--- config.mk ---
export PLATFORM = sky130hd
export DESIGN_NAME = uparc_muldiv
export DESIGN_NICKNAME = d
export VERILOG_FILES = /design/src/rtl/uparc_muldiv.sv
export SDC_FILE = /design/constraint.sdc
export NUM_CORES = 1
export LEC_CHECK = 0
export BUFFER_PORTS_ARGS = -buffer_cell sky130_fd_sc_hd__buf_4
export CAP_MARGIN = 20
export CORE_UTILIZATION = 30
export CTS_BUF_LIST = sky130_fd_sc_hd__clkbuf_8
export DETAILED_ROUTE_END_ITERATION = 6
export PLACE_DENSITY_LB_ADDON = 0.05
export SLEW_MARGIN = 30
export SYNTH_ARGS = -nofsm -noshare
export SYNTH_HDL_FRONTEND = slang
export SYNTH_SLANG_ARGS = --single-unit
--- constraint.sdc ---
create_clock -name clk -period 9.64 [get_ports clk]
set_input_delay 1.446 -clock clk [delete_from_list [all_inputs] [get_ports clk]]
set_output_delay 1.446 -clock clk [all_outputs]
set_load 0.1 [all_outputs]
--- src/rtl/uparc_muldiv.sv ---
// Iterative radix-2 multiply/divide unit with a private HI/LO pair (MULT/MULTU/DIV/DIVU/MTHI/MTLO).
// Define UPARC_FAST_MULT_EN to replace the iterative multiply with a single-cycle multiplier.
module uparc_muldiv (
   input  logic        clk,
   input  logic        nrst,
   input  logic [2:0]  op,
   input  logic        start,
   input  logic        flush,
   input  logic [31:0] a,
   input  logic [31:0] b,
   output logic        busy,
   output logic        done,
   output logic [31:0] hi,
   output logic [31:0] lo
);

   typedef enum logic [1:0] {
      S_IDLE = 2'd0,
      S_CALC = 2'd1,
      S_FIX  = 2'd2
   } state_t;

   state_t      r_state;
   logic [4:0]  r_cnt;
   logic [63:0] r_acc;
   logic [31:0] r_opb;
   logic        r_is_div;
   logic        r_neg_q;
   logic        r_neg_r;
   logic        r_busy;
   logic        r_done;
   logic [31:0] r_hi;
   logic [31:0] r_lo;

   logic        w_sgn;
   logic [31:0] w_abs_a;
   logic [31:0] w_abs_b;
   logic [32:0] w_mul_sum;
   logic [63:0] w_mul_next;
   logic        w_div_ge;
   logic [31:0] w_div_diff;
   logic [63:0] w_div_next;
   logic [63:0] w_mul_fix;
   logic [31:0] w_fix_hi;
   logic [31:0] w_fix_lo;

   // Signed ops (even op codes) work on magnitudes; signs are reapplied in FIX.
   assign w_sgn   = ~op[0];
   assign w_abs_a = (w_sgn && a[31]) ? (32'd0 - a) : a;
   assign w_abs_b = (w_sgn && b[31]) ? (32'd0 - b) : b;

   // Multiply step: conditionally add into the high half, then shift the whole accumulator right.
   assign w_mul_sum  = {1'b0, r_acc[63:32]} + {1'b0, (r_acc[0] ? r_opb : 32'd0)};
   assign w_mul_next = {w_mul_sum, r_acc[31:1]};

   // Restoring divide step: the partial remainder can briefly need 33 bits after the shift.
   assign w_div_ge   = (r_acc[63:31] >= {1'b0, r_opb});
   assign w_div_diff = r_acc[62:31] - r_opb;
   assign w_div_next = w_div_ge ? {w_div_diff, r_acc[30:0], 1'b1} : {r_acc[62:0], 1'b0};

   assign w_mul_fix = r_neg_q ? (64'd0 - r_acc) : r_acc;
   assign w_fix_hi  = r_is_div ? (r_neg_r ? (32'd0 - r_acc[63:32]) : r_acc[63:32]) : w_mul_fix[63:32];
   assign w_fix_lo  = r_is_div ? (r_neg_q ? (32'd0 - r_acc[31:0]) : r_acc[31:0]) : w_mul_fix[31:0];

`ifdef UPARC_FAST_MULT_EN
   logic [63:0] w_fast_prod;
   assign w_fast_prod = w_sgn ? ($signed({{32{a[31]}}, a}) * $signed({{32{b[31]}}, b}))
                              : ({32'd0, a} * {32'd0, b});
`endif

   always_ff @(posedge clk or negedge nrst) begin
      if (!nrst) begin
         r_state  <= S_IDLE;
         r_cnt    <= 5'd0;
         r_acc    <= 64'd0;
         r_opb    <= 32'd0;
         r_is_div <= 1'b0;
         r_neg_q  <= 1'b0;
         r_neg_r  <= 1'b0;
         r_busy   <= 1'b0;
         r_done   <= 1'b0;
         r_hi     <= 32'd0;
         r_lo     <= 32'd0;
      end else begin
         r_done <= 1'b0;
         if (flush) begin
            r_state <= S_IDLE;
            r_busy  <= 1'b0;
            r_cnt   <= 5'd0;
         end else begin
            case (r_state)
               S_IDLE: begin
                  if (start) begin
                     case (op)
                        3'd0, 3'd1: begin
`ifdef UPARC_FAST_MULT_EN
                           r_hi   <= w_fast_prod[63:32];
                           r_lo   <= w_fast_prod[31:0];
                           r_done <= 1'b1;
`else
                           r_acc    <= {32'd0, w_abs_a};
                           r_opb    <= w_abs_b;
                           r_neg_q  <= w_sgn & (a[31] ^ b[31]);
                           r_neg_r  <= w_sgn & a[31];
                           r_is_div <= 1'b0;
                           r_cnt    <= 5'd0;
                           r_busy   <= 1'b1;
                           r_state  <= S_CALC;
`endif
                        end
                        3'd2, 3'd3: begin
                           r_acc    <= {32'd0, w_abs_a};
                           r_opb    <= w_abs_b;
                           r_neg_q  <= w_sgn & (a[31] ^ b[31]);
                           r_neg_r  <= w_sgn & a[31];
                           r_is_div <= 1'b1;
                           r_cnt    <= 5'd0;
                           r_busy   <= 1'b1;
                           r_state  <= S_CALC;
                        end
                        3'd4: begin
                           r_hi   <= a;
                           r_done <= 1'b1;
                        end
                        3'd5: begin
                           r_lo   <= a;
                           r_done <= 1'b1;
                        end
                        default: begin
                        end
                     endcase
                  end
               end
               S_CALC: begin
                  r_acc <= r_is_div ? w_div_next : w_mul_next;
                  r_cnt <= r_cnt + 5'd1;
                  if (r_cnt == 5'd31) begin
                     r_state <= S_FIX;
                  end
               end
               S_FIX: begin
                  r_hi    <= w_fix_hi;
                  r_lo    <= w_fix_lo;
                  r_done  <= 1'b1;
                  r_busy  <= 1'b0;
                  r_state <= S_IDLE;
               end
               default: begin
                  r_state <= S_IDLE;
                  r_busy  <= 1'b0;
               end
            endcase
         end
      end
   end

   assign busy = r_busy;
   assign done = r_done;
   assign hi   = r_hi;
   assign lo   = r_lo;

endmodule

# == Yosys cells after proc, flatten, opt, wreduce, memory -nomap -nowiden ==
# Index checks and enable logic that the tools add are counted.
# op_classes
n_addsub,8
eq_ne,16
n_bitwise,5
muxes,37
magnitude_cmp,1
reduce_logical,20
# ops
operator,n
32-bit two-way mux,11
64-bit two-way mux,5
32-bit case mux with 2 select lines,2
64-bit case mux with 2 select lines,1
1-bit by 32-bit subtractor with 32-bit output (first input constant),4
1-bit by 64-bit subtractor with 64-bit output (first input constant),1
32-bit by 32-bit adder with 33-bit output,1
33-bit by 32-bit >= comparator with 1-bit output,1
32-bit subtractor,1
4-bit AND reduction,5
5-bit two-way mux,3
5-bit case mux with 2 select lines,1
3-bit inequality test (second input constant),3
3-bit AND reduction,3
2-bit two-way mux,4
3-bit by 2-bit == test with 1-bit output (second input constant),2
3-bit == test (second input constant),2
1-bit two-way mux,6
2-bit inequality test (second input constant),3
1-bit case mux with 2 select lines,3
2-bit nonzero test,3
2-bit OR reduction,3
5-bit by 1-bit adder with 5-bit output (second input constant),1
5-bit == test (second input constant),1
other kinds (13),17
# totals
register_bits,172
in_bits,71
elab_cells,98

# == Depth between registers and ports, before layout ==
# depth
word_depth,6
ltp_mapped,14

# == Worst setup path after synthesis ==
# No wires, ideal clock.
# synth_timing
path_kind,in2reg
from,in a[5]
to,reg r_acc[29]
setup_slack_ns,5.665
path_stages,9
path_buffers,0
arrival_time_ns,3.840
required_ns,9.505
cell_sequence,nor4_1 -> nand4b_1 -> or4_1 -> or4_1 -> nor4_2 -> a21oi_1 -> xor2_1 -> o21ai_0 -> o21ai_0
# synth_between
elab_chain_cells,5
# synth_rtl
element,line,text
from (decl),9,"input logic [31:0] a,"
1-bit by 32-bit subtractor with 32-bit output,49,assign w_abs_a = (w_sgn && a[31]) ? (32'd0 - a) : a;
32-bit two-way mux,49,
64-bit two-way mux,94,case (op)
64-bit two-way mux,93,if (start) begin
64-bit case mux with 2 select lines,91,case (r_state)
to (signal assigned),101,"r_acc <= {32'd0, w_abs_a};"
to (signal assigned),112,"r_acc <= {32'd0, w_abs_a};"
to (signal assigned),135,r_acc <= r_is_div ? w_div_next : w_mul_next;
to (decl),25,logic [63:0] r_acc;
# Every way passes these cells. The select of a mux whose other input is x is not followed.
# A chain may end at the register's enable or synchronous reset.

# == Worst setup path in the final report ==
# layout_timing
from,in a[3]
to,reg r_acc[29]
# The elaborated chain is that of the path after synthesis.

==> impl_metrics.tcl <==
set metrics [dict create \
    status "completed" \
    met1Wirelength_um 25400 \
    gp_congestion 0.864 \
    seqCellArea_um2 4310 \
    cts_sinks 172 \
    p_per_area_nw_per_um2 304 \
    place_ws_ns 4.89 \
    initial_core_util_pct 30.4 \
    drive_above_1_share_pct 10.8 \
    crit_fanout 6 \
    synth_top_area_share_pct 29.7 \
    final-setup-viol-count 0 \
    synthMuxAreaShare_pct 3.59 \
    synthXorXnorAreaFrac_pct 10.4 \
    h-tree-depth 4 \
    routed_wl_um 54400 \
    drtPass1Iterations 7 \
    rows 80 \
    netlist_area_um2 14500 \
    final_cells 2559 \
    vias 13700 \
    crit_buf_inv 1 \
    numCtsBuffers 17 \
    critical_path.top_delay_family "simple AND/OR/NAND/NOR gates" \
    min_period_over_period_pct 43.0 \
    fin_area_um2 16600 \
    p_int_mw 2.35 \
    switching_share_pct 53.6 \
    syn_area_per_cell_um2 7.79 \
    placedCellCount 2526 \
    multiInputGateArea_um2 9580 \
    synth.distinct_cells 72 \
    hold_depth 2 \
    synth-compound-area-share_pct 26.0 \
    cts_tree "done" \
    ff2ff_path_depth 13 \
    synth-simple-area-share_pct 19.4 \
    ios 137 \
    clockBufferDepth 2 \
    wl_met2_um 26000 \
    placed_area_um2 16100 \
    via_per_inst 5.35 \
    route.met3.wl_um 1900 \
    synth-seq-cells 172 \
    top_layer "met4" \
    synth_edf_count 0 \
    grt_max_degree 111 \
    hold_viol 0 \
    crit_type "primary input to register" \
    synthArstFlopShare_pct 100 \
    critPathCaptureType "register" \
    track_usage_pct 22.3 \
    syn_inst 1864 \
    antenna_found_initial 0 \
    synth_nets 2007 \
    rsz0062_at_grt "no" \
    rrSetupSlack_ns 5.55 \
    die_h_um 222 \
    portBuffers 136 \
    p_seq_share_pct 24.6 \
    post-cts-setup-buffers 0 \
    synth_warnings 0 \
    cp.arrival_ns 4.60 \
    post-route-min-period_ns 4.14 \
    startpoint_type "primary input" \
    irDropWorstVdd_mv 0.161 \
    power.leakage_nw 7.52 \
    r2r-start "r_acc[31]" \
    die_area_um2 49300 \
    layout_setup_ws_ns 5.50 \
    worstSkewPairLatency_ns 0.59 \
    power.switching_mw 2.71 \
    r2r-end "r_acc[62]" \
    area_growth_pct 14.3 \
    hold_path.class "register to register" \
    required_ns 10.10 \
    clock.fmax_mhz 241 \
    yosysMostFrequentCell "nand2_1" \
    cap_viol_max_count 0 \
    fillers 5093 \
    postRouteAntennaNets 0 \
    netlist_top_cells_area "dfrtp_1 (30%), o21ai_0 (7.2%), nand2_1 (6.2%), ha_1 (6.0%), xnor2_1 (5.5%)" \
    slew_headroom_pct 40.2 \
    clock_skew_ns 0.0182 \
    pwr-share-clk_pct 12.6 \
    clockRootBuffer "clkbuf_8" \
    worst_pin_slew_ns 0.889 \
    wl_per_cell_um 21.2 \
    grt_first_pass_wirelength_um 83200 \
    postCtsHoldBufs 0 \
    yosys.area.top_type "dfrtp_1" \
    crit_slowest_cell "nor4_1" \
    yosysSeqAreaShare_pct 29.7 \
    power_mw 5.05 \
    num-nets-final 2074 \
    clkTransAtPathRegs_ns 0.10 \
    dp_hpwl_um 42100 \
    tns_ns 0 \
    core_area_um2 47700 \
    grt-ovfl-total 0 \
    netlist_top_cells_count "nand2_1 (240), o21ai_0 (209), dfrtp_1 (172), nor2_1 (166), a21oi_1 (142)" \
    crit_chain "buf_4 > nor4_1 > nand4b_1 > or4_1 > or4_1 > nor4_2 > a21oi_1 > xor2_1 > o21ai_0 > o21ai_0" \
    min_to "hi[29]" \
    die_x_um 222 \
    drv_slew 0 \
    synth_top_flop_cell "dfrtp_1" \
    min_from "hi[29]" \
    power_frac_comb_pct 62.8 \
    grt_pass1_vias 13400 \
    synthAdderAreaFrac_pct 6.31 \
    synth_top_family_by_area "compound AO/OA/AOI/OAI gates" \
    drtIter0Drc 959 \
    drc 0 \
    ctsResizeCount 0 \
    cpPeakStageDelay_ns 0.64 \
]
worst max-delay path by stage:
stage | end | depth (start not counted) | startpoint | slack, ns
detailed placement | r_acc[29] | 10 | a[3] | 4.89
CTS | r_acc[29] | 10 | a[3] | 5.54
global placement | r_acc[25] | 10 | a[3] | 4.94
global route | r_acc[29] | 10 | a[3] | 5.19
finish | r_acc[29] | 10 | a[3] | 5.50
floorplan | r_acc[29] | 9 | a[5] | 5.66
cell type report:
class	instances	share of cell area, %
multi-input combinational	1513	57.7
sequential	172	26.0
timing repair buffer	156	7.25
tap	615	4.64
clock buffer	20	1.66
inverter	71	1.61
clock inverter	11	1.15
antenna	1	0.0151
tightest hold or removal path, stage by stage, from the launching register on:
cell and delay (ns):
dfrtp_1 0.35, nand2_1 0.05, o31ai_1 0.05
sequential cells by signal (all words and copies together), names as in the netlist:
register	flops
r_is_div	1
r_state	2
r_neg_r	1
lo	32
r_cnt	5
busy	1
done	1
r_acc	64
r_neg_q	1
hi	32
r_opb	32
cell families after synthesis:
kind of cell	Yosys count
simple gates	609
xor+xnor	172
buf+inv	179
compound gates	608
fa+ha+maj	72
mux	52
flops	172
routing by layer:
layer	up-vias	GRT usage, %
li1	6801	-
met1	6548	29.4
met2	296	37.4
met3	45	3.75
met4	0	6.14
met5	-	0
layout by cell type (no fill, tap or decap), types with 6 or more instances in the layout:
| cell | n |
|---|---|
| o221ai_1 | 7 |
| a22o_1 | 6 |
| a21o_1 | 48 |
| a21boi_0 | 9 |
| ha_1 | 70 |
| a31oi_1 | 21 |
| o21ai_0 | 207 |
| o41ai_1 | 12 |
| nor2_1 | 164 |
| nor4_1 | 22 |
| o31ai_1 | 35 |
| o21a_1 | 14 |
| nand2_1 | 239 |
| inv_1 | 72 |
| nand2b_1 | 26 |
| a21oi_1 | 142 |
| xnor2_1 | 91 |
| xor2_1 | 81 |
| or4_1 | 19 |
| dfrtp_1 | 171 |
| a221oi_1 | 10 |
| nand3_1 | 20 |
| a211oi_1 | 23 |
| clkbuf_8 | 20 |
| nand4_1 | 12 |
| buf_4 | 153 |
| o22ai_1 | 6 |
| and3_1 | 12 |
| or3_1 | 20 |
| and2_1 | 7 |
| nor3_1 | 29 |
| o211ai_1 | 10 |
| a22oi_1 | 13 |
| mux2i_1 | 52 |
| o21bai_1 | 9 |
| nor2b_1 | 10 |
power by group through the flow:
stage,clock (mW),combinational [mW],sequential [mW]
6_report,0.635,3.17,1.24
5_1_grt,0.684,3.47,1.28
4_1_cts,0.663,3.17,1.24
3_5_place_dp,0,3.16,1.25
3_3_place_gp,0,3.17,1.25
2_1_floorplan,0,1.97,1.53
per-stage QoR:
stage | util, % | hold slack [ns]
2_1_floorplan | - | 0.442
3_3_place_gp | 33.7 | 0.459
3_5_place_dp | 33.7 | 0.468
4_1_cts | 34.7 | 0.489
5_1_grt | 34.7 | 0.498
6_report | 34.7 | 0.483
No activity file was read; power rests on OpenSTA's default activity.
